**src/rtl/button_conditioner.sv**
```systemverilog
// Purpose : N-channel push-button front end. Each channel has a 2-FF synchroniser, a debounce
//           counter, a clean level, and press/release strobes. Define AUTO_REPEAT_EN to add
//           hold-to-repeat strobes.
// Latency : a raw edge sampled at clock k appears on BTN_LEVEL/strobes at clock k+2+DEBOUNCE_CYCLES.
// Backpr. : none. Strobes are single-cycle pulses and are never held or queued.
module button_conditioner #(
  parameter int NUM_BTN         = 4,
  parameter int DEBOUNCE_CYCLES = 1_000_000,
  parameter int ACTIVE_HIGH     = 1,
  parameter int REPEAT_DELAY    = 50_000_000,
  parameter int REPEAT_RATE     = 10_000_000
) (
  input  logic               CLK,
  input  logic               RST_N,
  input  logic [NUM_BTN-1:0] BTN_RAW,
  output logic [NUM_BTN-1:0] BTN_LEVEL,
  output logic [NUM_BTN-1:0] BTN_PRESS,
  output logic [NUM_BTN-1:0] BTN_RELEASE,
  output logic [NUM_BTN-1:0] BTN_REPEAT,
  output logic               ANY_PRESS
);

  localparam int CW = $clog2(DEBOUNCE_CYCLES + 1);
  localparam logic [CW-1:0] DB_LAST = CW'(DEBOUNCE_CYCLES);
  localparam logic INVERT = (ACTIVE_HIGH == 0);

  // Reject configurations where a counter would never fire.
  if (DEBOUNCE_CYCLES < 1 || REPEAT_DELAY < 1 || REPEAT_RATE < 1) begin : gBadParam
    $error("button_conditioner: DEBOUNCE_CYCLES, REPEAT_DELAY and REPEAT_RATE must be >= 1");
  end

  logic [NUM_BTN-1:0] rawPressed;
  logic [NUM_BTN-1:0] syncA;
  logic [NUM_BTN-1:0] syncB;
  logic [NUM_BTN-1:0] level;
  logic [NUM_BTN-1:0] toggle;
  logic [NUM_BTN-1:0] pressQ;
  logic [NUM_BTN-1:0] releaseQ;
  logic               anyPressQ;
  logic [CW-1:0]      dbCnt [NUM_BTN];

  // After this XOR, 1 always means "pressed", whatever the pin polarity.
  assign rawPressed = BTN_RAW ^ {NUM_BTN{INVERT}};

  // Two-flop synchroniser. Reset loads the "not pressed" value.
  always_ff @(posedge CLK or negedge RST_N) begin
    if (!RST_N) begin
      syncA <= '0;
      syncB <= '0;
    end else begin
      syncA <= rawPressed;
      syncB <= syncA;
    end
  end

  // A channel flips once its counter has held the full count with the input still disagreeing.
  always_comb begin
    toggle = '0;
    for (int i = 0; i < NUM_BTN; i++) begin
      toggle[i] = (syncB[i] != level[i]) && (dbCnt[i] == DB_LAST);
    end
  end

  // Debounce counters and the accepted level. Any agreeing cycle restarts the count.
  always_ff @(posedge CLK or negedge RST_N) begin
    if (!RST_N) begin
      level <= '0;
      for (int i = 0; i < NUM_BTN; i++) dbCnt[i] <= '0;
    end else begin
      for (int i = 0; i < NUM_BTN; i++) begin
        if (syncB[i] == level[i] || toggle[i]) begin
          dbCnt[i] <= '0;
        end else begin
          dbCnt[i] <= dbCnt[i] + 1'b1;
        end
        if (toggle[i]) level[i] <= ~level[i];
      end
    end
  end

  // Edge strobes are registered next to the level, so all of them change in the same cycle.
  always_ff @(posedge CLK or negedge RST_N) begin
    if (!RST_N) begin
      pressQ    <= '0;
      releaseQ  <= '0;
      anyPressQ <= 1'b0;
    end else begin
      pressQ    <= toggle & ~level;
      releaseQ  <= toggle & level;
      anyPressQ <= |(toggle & ~level);
    end
  end

`ifdef AUTO_REPEAT_EN
  localparam int RPT_MAX = (REPEAT_DELAY > REPEAT_RATE) ? REPEAT_DELAY : REPEAT_RATE;
  localparam int RW      = $clog2(RPT_MAX + 1);
  localparam logic [RW-1:0] DELAY_LAST = RW'(REPEAT_DELAY - 1);
  localparam logic [RW-1:0] RATE_LAST  = RW'(REPEAT_RATE - 1);

  logic [RW-1:0]      holdCnt [NUM_BTN];
  logic [NUM_BTN-1:0] pastFirst;
  logic [NUM_BTN-1:0] repeatQ;

  // Hold counters restart on press or release. The first repeat waits REPEAT_DELAY cycles and
  // later repeats wait REPEAT_RATE cycles. A toggle cycle never emits a repeat.
  always_ff @(posedge CLK or negedge RST_N) begin
    if (!RST_N) begin
      pastFirst <= '0;
      repeatQ   <= '0;
      for (int i = 0; i < NUM_BTN; i++) holdCnt[i] <= '0;
    end else begin
      for (int i = 0; i < NUM_BTN; i++) begin
        repeatQ[i] <= 1'b0;
        if (toggle[i] || !level[i]) begin
          holdCnt[i]   <= '0;
          pastFirst[i] <= 1'b0;
        end else if (holdCnt[i] == (pastFirst[i] ? RATE_LAST : DELAY_LAST)) begin
          holdCnt[i]   <= '0;
          pastFirst[i] <= 1'b1;
          repeatQ[i]   <= 1'b1;
        end else begin
          holdCnt[i] <= holdCnt[i] + 1'b1;
        end
      end
    end
  end

  assign BTN_REPEAT = repeatQ;
`else
  assign BTN_REPEAT = '0;
`endif

  assign BTN_LEVEL   = level;
  assign BTN_PRESS   = pressQ;
  assign BTN_RELEASE = releaseQ;
  assign ANY_PRESS   = anyPressQ;

endmodule
```
**config.mk**
```make
export PLATFORM = sky130hd
export DESIGN_NAME = button_conditioner
export DESIGN_NICKNAME = d
export VERILOG_FILES = /design/src/rtl/button_conditioner.sv
export SDC_FILE = /design/constraint.sdc
export NUM_CORES = 1
export LEC_CHECK = 0
export BUFFER_PORTS_ARGS = -buffer_cell sky130_fd_sc_hd__buf_2
export CAP_MARGIN = 20
export CORE_UTILIZATION = 45
export CTS_BUF_LIST = sky130_fd_sc_hd__clkbuf_8
export CTS_CLUSTER_SIZE = 40
export DETAILED_ROUTE_END_ITERATION = 12
export GPL_TIMING_DRIVEN = 1
export HOLD_SLACK_MARGIN = 0.05
export PLACE_DENSITY = 0.63
export SETUP_SLACK_MARGIN = 0.3
export SLEW_MARGIN = 20
export SYNTH_ARGS = -nofsm -noshare
export SYNTH_HDL_FRONTEND = slang
export SYNTH_SLANG_ARGS = --single-unit
export TNS_END_PERCENT = 50
```
**constraint.sdc**
```tcl
create_clock -name CLK -period 2.05 [get_ports CLK]
set_input_delay 0.205 -clock CLK [delete_from_list [all_inputs] [get_ports CLK]]
set_output_delay 0.205 -clock CLK [all_outputs]
set_load 0.05 [all_outputs]
```
# After elaboration in Yosys (flattened, before gate mapping)
# Index checks and enable logic that the tools add are counted.
dict set report totals {
  ff_bits 101
  inputBits 6
  output_inout_bits 17
  elab_cells 49
}
dict set report classes {
  add_sub_neg 4
  n_eq_ne 12
  mux 4
  bitwise 7
  n_reduce_logical 9
}
# cell count
set op_table {}
lappend op_table {{adder 20 x 1 -> 20 bit, second input constant} 4}
lappend op_table {{equality test 20 bit, second input constant} 4}
lappend op_table {{two-way mux 20 bit} 4}
lappend op_table {{bitwise AND 4 bit} 2}
lappend op_table {{equality test 1 bit} 4}
lappend op_table {{logical AND 1 bit} 4}
lappend op_table {{logical OR 1 bit} 4}
lappend op_table {{!= test 1 bit} 4}
lappend op_table {{inverter 1 bit} 4}
lappend op_table {{inverter 4 bit} 1}
lappend op_table {{OR reduction 4 bit} 1}

# Longest topological paths before layout
dict set report depth {
  depth_word 4
  ltp_mapped 7
  depth_no_buf 6
}

# Worst setup path after synthesis
# Ideal clock, no wire load.
dict set report synth_path {
  kind {reg2reg}
  startpoint {register dbCnt[62] (netlist name)}
  endpoint {register level[0] (netlist: BTN_LEVEL[0])}
  setup_time_ns 0.125
  arrival_ns 2.000
  required_ns 1.925
  slack_ns -0.075
  path_stages_with_launch 5
  n_path_buf 0
  synth_period_minus_slack_ns 2.125
  cell_sequence {dfrtp_1 -> or4_1 -> or4_4 -> or2_4 -> mux2_4}
}
dict set report synth_via {
  elab_chain_len 2
}
# element line
set synth_lines {}
lappend synth_lines {{from (decl)} 40} ;# logic [CW-1:0] dbCnt [NUM_BTN];
lappend synth_lines {{from (signal, indexed assignment)} 74} ;# dbCnt[i] <= dbCnt[i] + 1'b1;
lappend synth_lines {{equality test 20 bit} 60} ;# toggle[i] = (syncB[i] != level[i]) && (dbCnt[i] == DB_LAST);
lappend synth_lines {{logical AND 1 bit} 60}
lappend synth_lines {{to (signal, indexed assignment)} 76} ;# if (toggle[i]) level[i] <= ~level[i];
lappend synth_lines {{to (decl)} 35} ;# logic [NUM_BTN-1:0] level;
# No other way between the ends.
# A chain may end at the register's enable or synchronous reset.

# Worst setup path after layout
dict set report layout_path {
  startpoint {register dbCnt[73] (netlist name)}
  endpoint {register level[0] (netlist: BTN_LEVEL[0])}
}
# The elaborated chain is that of the path after synthesis.

==> load_flow_metrics.sql <==
INSERT INTO impl_metrics (metric_group, metric, value, unit) VALUES
('logic_synthesis', 'synth-edff-count', '0', ''),
('detailed_routing', 'starting_drt_drc_count', '81', ''),
('critical_path', 'worstSetupStartpointType', 'flip-flop', ''),
('cells_and_area', 'multi_input_comb_area', '0.00235', 'mm2'),
('timing', 'setup-tns-final', '0', 'ps'),
('logic_synthesis', 'syn-instance-count', '472', ''),
('logic_synthesis', 'yosys.area_share.adder', '2.09', '%'),
('run', 'maxCapViolCount', '0', ''),
('detailed_routing', 'detail_route.first_pass.iterations', '4', ''),
('logic_synthesis', 'yosys.area_share.simple', '24.9', '%'),
('critical_path', 'path_class', 'reg2reg', ''),
('logic_synthesis', 'synthesis.area_per_instance', '10.1', 'um2'),
('cells_and_area', 'layout.nets', '555', ''),
('die', 'floorplan.die.width', '105', 'um'),
('logic_synthesis', 'synth_top_area_share', '52.8', '%'),
('critical_path', 'cp.arrival', '2280', 'ps'),
('logic_synthesis', 'synthMuxAreaShare', '1.02', '%'),
('pwr', 'power_density', '621', 'mW/mm2'),
('pwr', 'power_frac_seq', '55.8', '%'),
('logic_synthesis', 'synthDistinctLibCells', '41', ''),
('logic_synthesis', 'synth_flop_cell', 'sky130_fd_sc_hd__dfrtp_1', ''),
('cts', 'clk_root_buffer_cell', 'sky130_fd_sc_hd__clkbuf_8', ''),
('timing', 'period_share', '98.7', '%'),
('pwr', 'p_switching', '0.858', 'mW'),
('global_routing', 'global_route.overflow_total', '0', ''),
('cells_and_area', 'register_area', '0.00253', 'mm2'),
('timing', 'rsz0062_at_grt', 'true', ''),
('logic_synthesis', 'synth_common_cells', '101 x sky130_fd_sc_hd__dfrtp_1, 63 x sky130_fd_sc_hd__nor2_1, 35 x sky130_fd_sc_hd__xor2_1', ''),
('logic_synthesis', 'post_synth_instance_area', '0.00479', 'mm2'),
('timing', 'timing_hold_violations_final', '0', ''),
('logic_synthesis', 'area_fraction_in_compound_gates_after_synthesis', '5.75', '%'),
('global_routing', 'grt_max_degree', '36', ''),
('placed_design', 'hpwlAfterDp', '6410', 'um'),
('pwr', 'p_leak', '2.53', 'nW'),
('logic_synthesis', 'ys_async_sr_fraction', '100', '%'),
('placed_design', 'gp_congestion', '0.792', ''),
('pwr', 'vdd_drop_max', '0.515', 'mV'),
('detailed_routing', 'vias', '3738', ''),
('detailed_routing', 'met2_wirelength', '4900', 'um'),
('cts', 'number_of_clock_sinks', '101', ''),
('logic_synthesis', 'synth_top_family_by_area', 'simple AND/OR/NAND/NOR gates', ''),
('logic_synthesis', 'synth.yosys.seq_area_share', '52.8', '%'),
('pwr', 'sw_frac_of_total', '23.4', '%'),
('critical_path', 'timing.critical_path.required', '2310', 'ps'),
('placed_design', 'post-place-ws', '13.1', 'ps'),
('detailed_routing', 'avgViaCountPerCell', '5.48', ''),
('placed_design', 'port_buffers', '18', ''),
('timing', 'post-route-worst-setup-slack', '27.4', 'ps'),
('timing', 'final_period_minus_worst_setup_slack', '2020', 'ps'),
('cells_and_area', 'fill_cells', '864', ''),
('logic_synthesis', 'leading_cell_type_by_number_of_instances_after_synthesis', 'sky130_fd_sc_hd__dfrtp_1', ''),
('status', 'run_status', 'complete, no violations', ''),
('critical_path', 'critical_path.max_fanout', '3', ''),
('cts', 'tritoncts.num_buffers', '9', ''),
('die', 'chipHeight', '105', 'um'),
('logic_synthesis', 'post_synthesis_register_bit_count', '101', ''),
('critical_path', 'crit_path_end_kind', 'flip-flop', ''),
('timing', 'timing_max_transition_violations_final', '0', ''),
('cells_and_area', 'synthToLayoutAreaGrowth', '23.6', '%'),
('logic_synthesis', 'post-synth-top-area-cell', 'sky130_fd_sc_hd__dfrtp_1', ''),
('pwr', 'p_int', '2.82', 'mW'),
('cells_and_area', 'final_layout_size_suffix_gt1_share', '26.2', '%'),
('detailed_routing', 'routed_wire_length_per_instance', '14.6', 'um'),
('cts', 'worst_skew_pair.late_latency', '370', 'ps'),
('detailed_routing', 'wirelength_met1', '4630', 'um'),
('global_routing', 'grt_first_pass_wirelength', '16500', 'um'),
('detailed_routing', 'highest_layer', 'met4', ''),
('logic_synthesis', 'synth.top_cells.by_area', 'sky130_fd_sc_hd__dfrtp_1 53%, sky130_fd_sc_hd__xor2_1 6.4%, sky130_fd_sc_hd__nor2_1 4.9%', ''),
('detailed_routing', 'drt_drc_violations_left', '0', ''),
('detailed_routing', 'ant_nets', '0', ''),
('min_path', 'min_path_type', 'in2async', '');
-- worst max-delay path, cell delays in order, from the launching register on --
cell and delay (ps):
sky130_fd_sc_hd__dfrtp_1 390, sky130_fd_sc_hd__or4_1 520, sky130_fd_sc_hd__or4_4 450, sky130_fd_sc_hd__or2_4 260, sky130_fd_sc_hd__mux2_4 290
-- state kept, by name (all words and copies together) (netlist names) --
| name | count |
|---|---|
| syncB | 4 |
| BTN_PRESS | 4 |
| BTN_LEVEL | 4 |
| ANY_PRESS | 1 |
| BTN_RELEASE | 4 |
| dbCnt | 80 |
| syncA | 4 |
-- stage by stage --
stage | instances | area, um2 | total power [mW] | utilization (%) | hold slack (ps)
CTS | 673 | 5610 | 3.67 | 54.3 | 328
floorplan | 475 | 4820 | 2.17 | - | -90.6
finish | 682 | 5920 | 3.67 | 57.3 | 321
global placement | 643 | 5230 | 2.25 | 50.7 | 197
global route | 682 | 5920 | 3.81 | 57.3 | 359
detailed placement | 643 | 5230 | 2.25 | 50.7 | 196
-- cell families after synthesis --
family,after synthesis
other cells,1
simple gates,216
buf+inv,40
flops,101
mux,4
xor+xnor,53
fa+ha+maj,8
compound gates,49
-- final timing paths --
check                                to  slack [ps]       from
min                           dbCnt[21]         320      RST_N
max reg2reg                BTN_LEVEL[0]          30  dbCnt[73]
max                        BTN_LEVEL[0]          30  dbCnt[73]
max in group asynchronous     dbCnt[25]        1120      RST_N
min reg2reg                    syncB[1]         360   syncA[1]
min in group CLK               syncB[1]         360   syncA[1]
-- per-layer routing --
layer / GRT usage, % / vias up
li1: - / 1807
met1: 25.0 / 1856
met2: 29.5 / 63
met3: 3.62 / 12
met4: 6.14 / 0
met5: 0 / -
-- area by class of cell --
cell class              count  share of cell area, %
flip-flops and latches    101                   42.8
multi-input cells         334                   39.7
repair buffers             71                   9.34
well taps                 136                   2.87
clock buffers              10                   2.33
inverters                  24                   1.52
clock inverters             6                   1.46
-- power by group through the flow --
stage               Clock, mW  Combinational (mW)  Sequential (mW)
floorplan                   0              0.0927             2.08
global placement            0               0.162             2.09
detailed placement          0               0.166             2.09
CTS                      1.45               0.180             2.05
global route             1.52               0.241             2.06
finish                   1.41               0.213             2.05
-- cell usage in the layout, fill, tap and decap left out, types with 9 or more instances in the layout --
| cell | n |
|---|---|
| sky130_fd_sc_hd__nor2_4 | 9 |
| sky130_fd_sc_hd__a21oi_1 | 14 |
| sky130_fd_sc_hd__and3_1 | 9 |
| sky130_fd_sc_hd__dfrtp_1 | 98 |
| sky130_fd_sc_hd__or4_1 | 9 |
| sky130_fd_sc_hd__nand4_1 | 21 |
| sky130_fd_sc_hd__inv_1 | 23 |
| sky130_fd_sc_hd__xnor2_1 | 18 |
| sky130_fd_sc_hd__nand3_1 | 31 |
| sky130_fd_sc_hd__clkbuf_8 | 10 |
| sky130_fd_sc_hd__nor2_1 | 48 |
| sky130_fd_sc_hd__buf_4 | 39 |
| sky130_fd_sc_hd__o21ai_0 | 12 |
| sky130_fd_sc_hd__buf_2 | 17 |
| sky130_fd_sc_hd__or3_1 | 12 |
| sky130_fd_sc_hd__a21oi_2 | 9 |
| sky130_fd_sc_hd__xor2_1 | 35 |
| sky130_fd_sc_hd__nand2_1 | 20 |
-- repair_timing --
item | in CTS | in global routing
pin swaps | 4 | 31
hold buffers | 5 | 0
endpoints found under the hold margin | 35 | 0
endpoints found under the setup margin | 54 | 84
gates resized for setup | 10 | 68
setup buffers | 8 | 7
cloned | 1 | 2
Power figures use the tool's default switching activity.
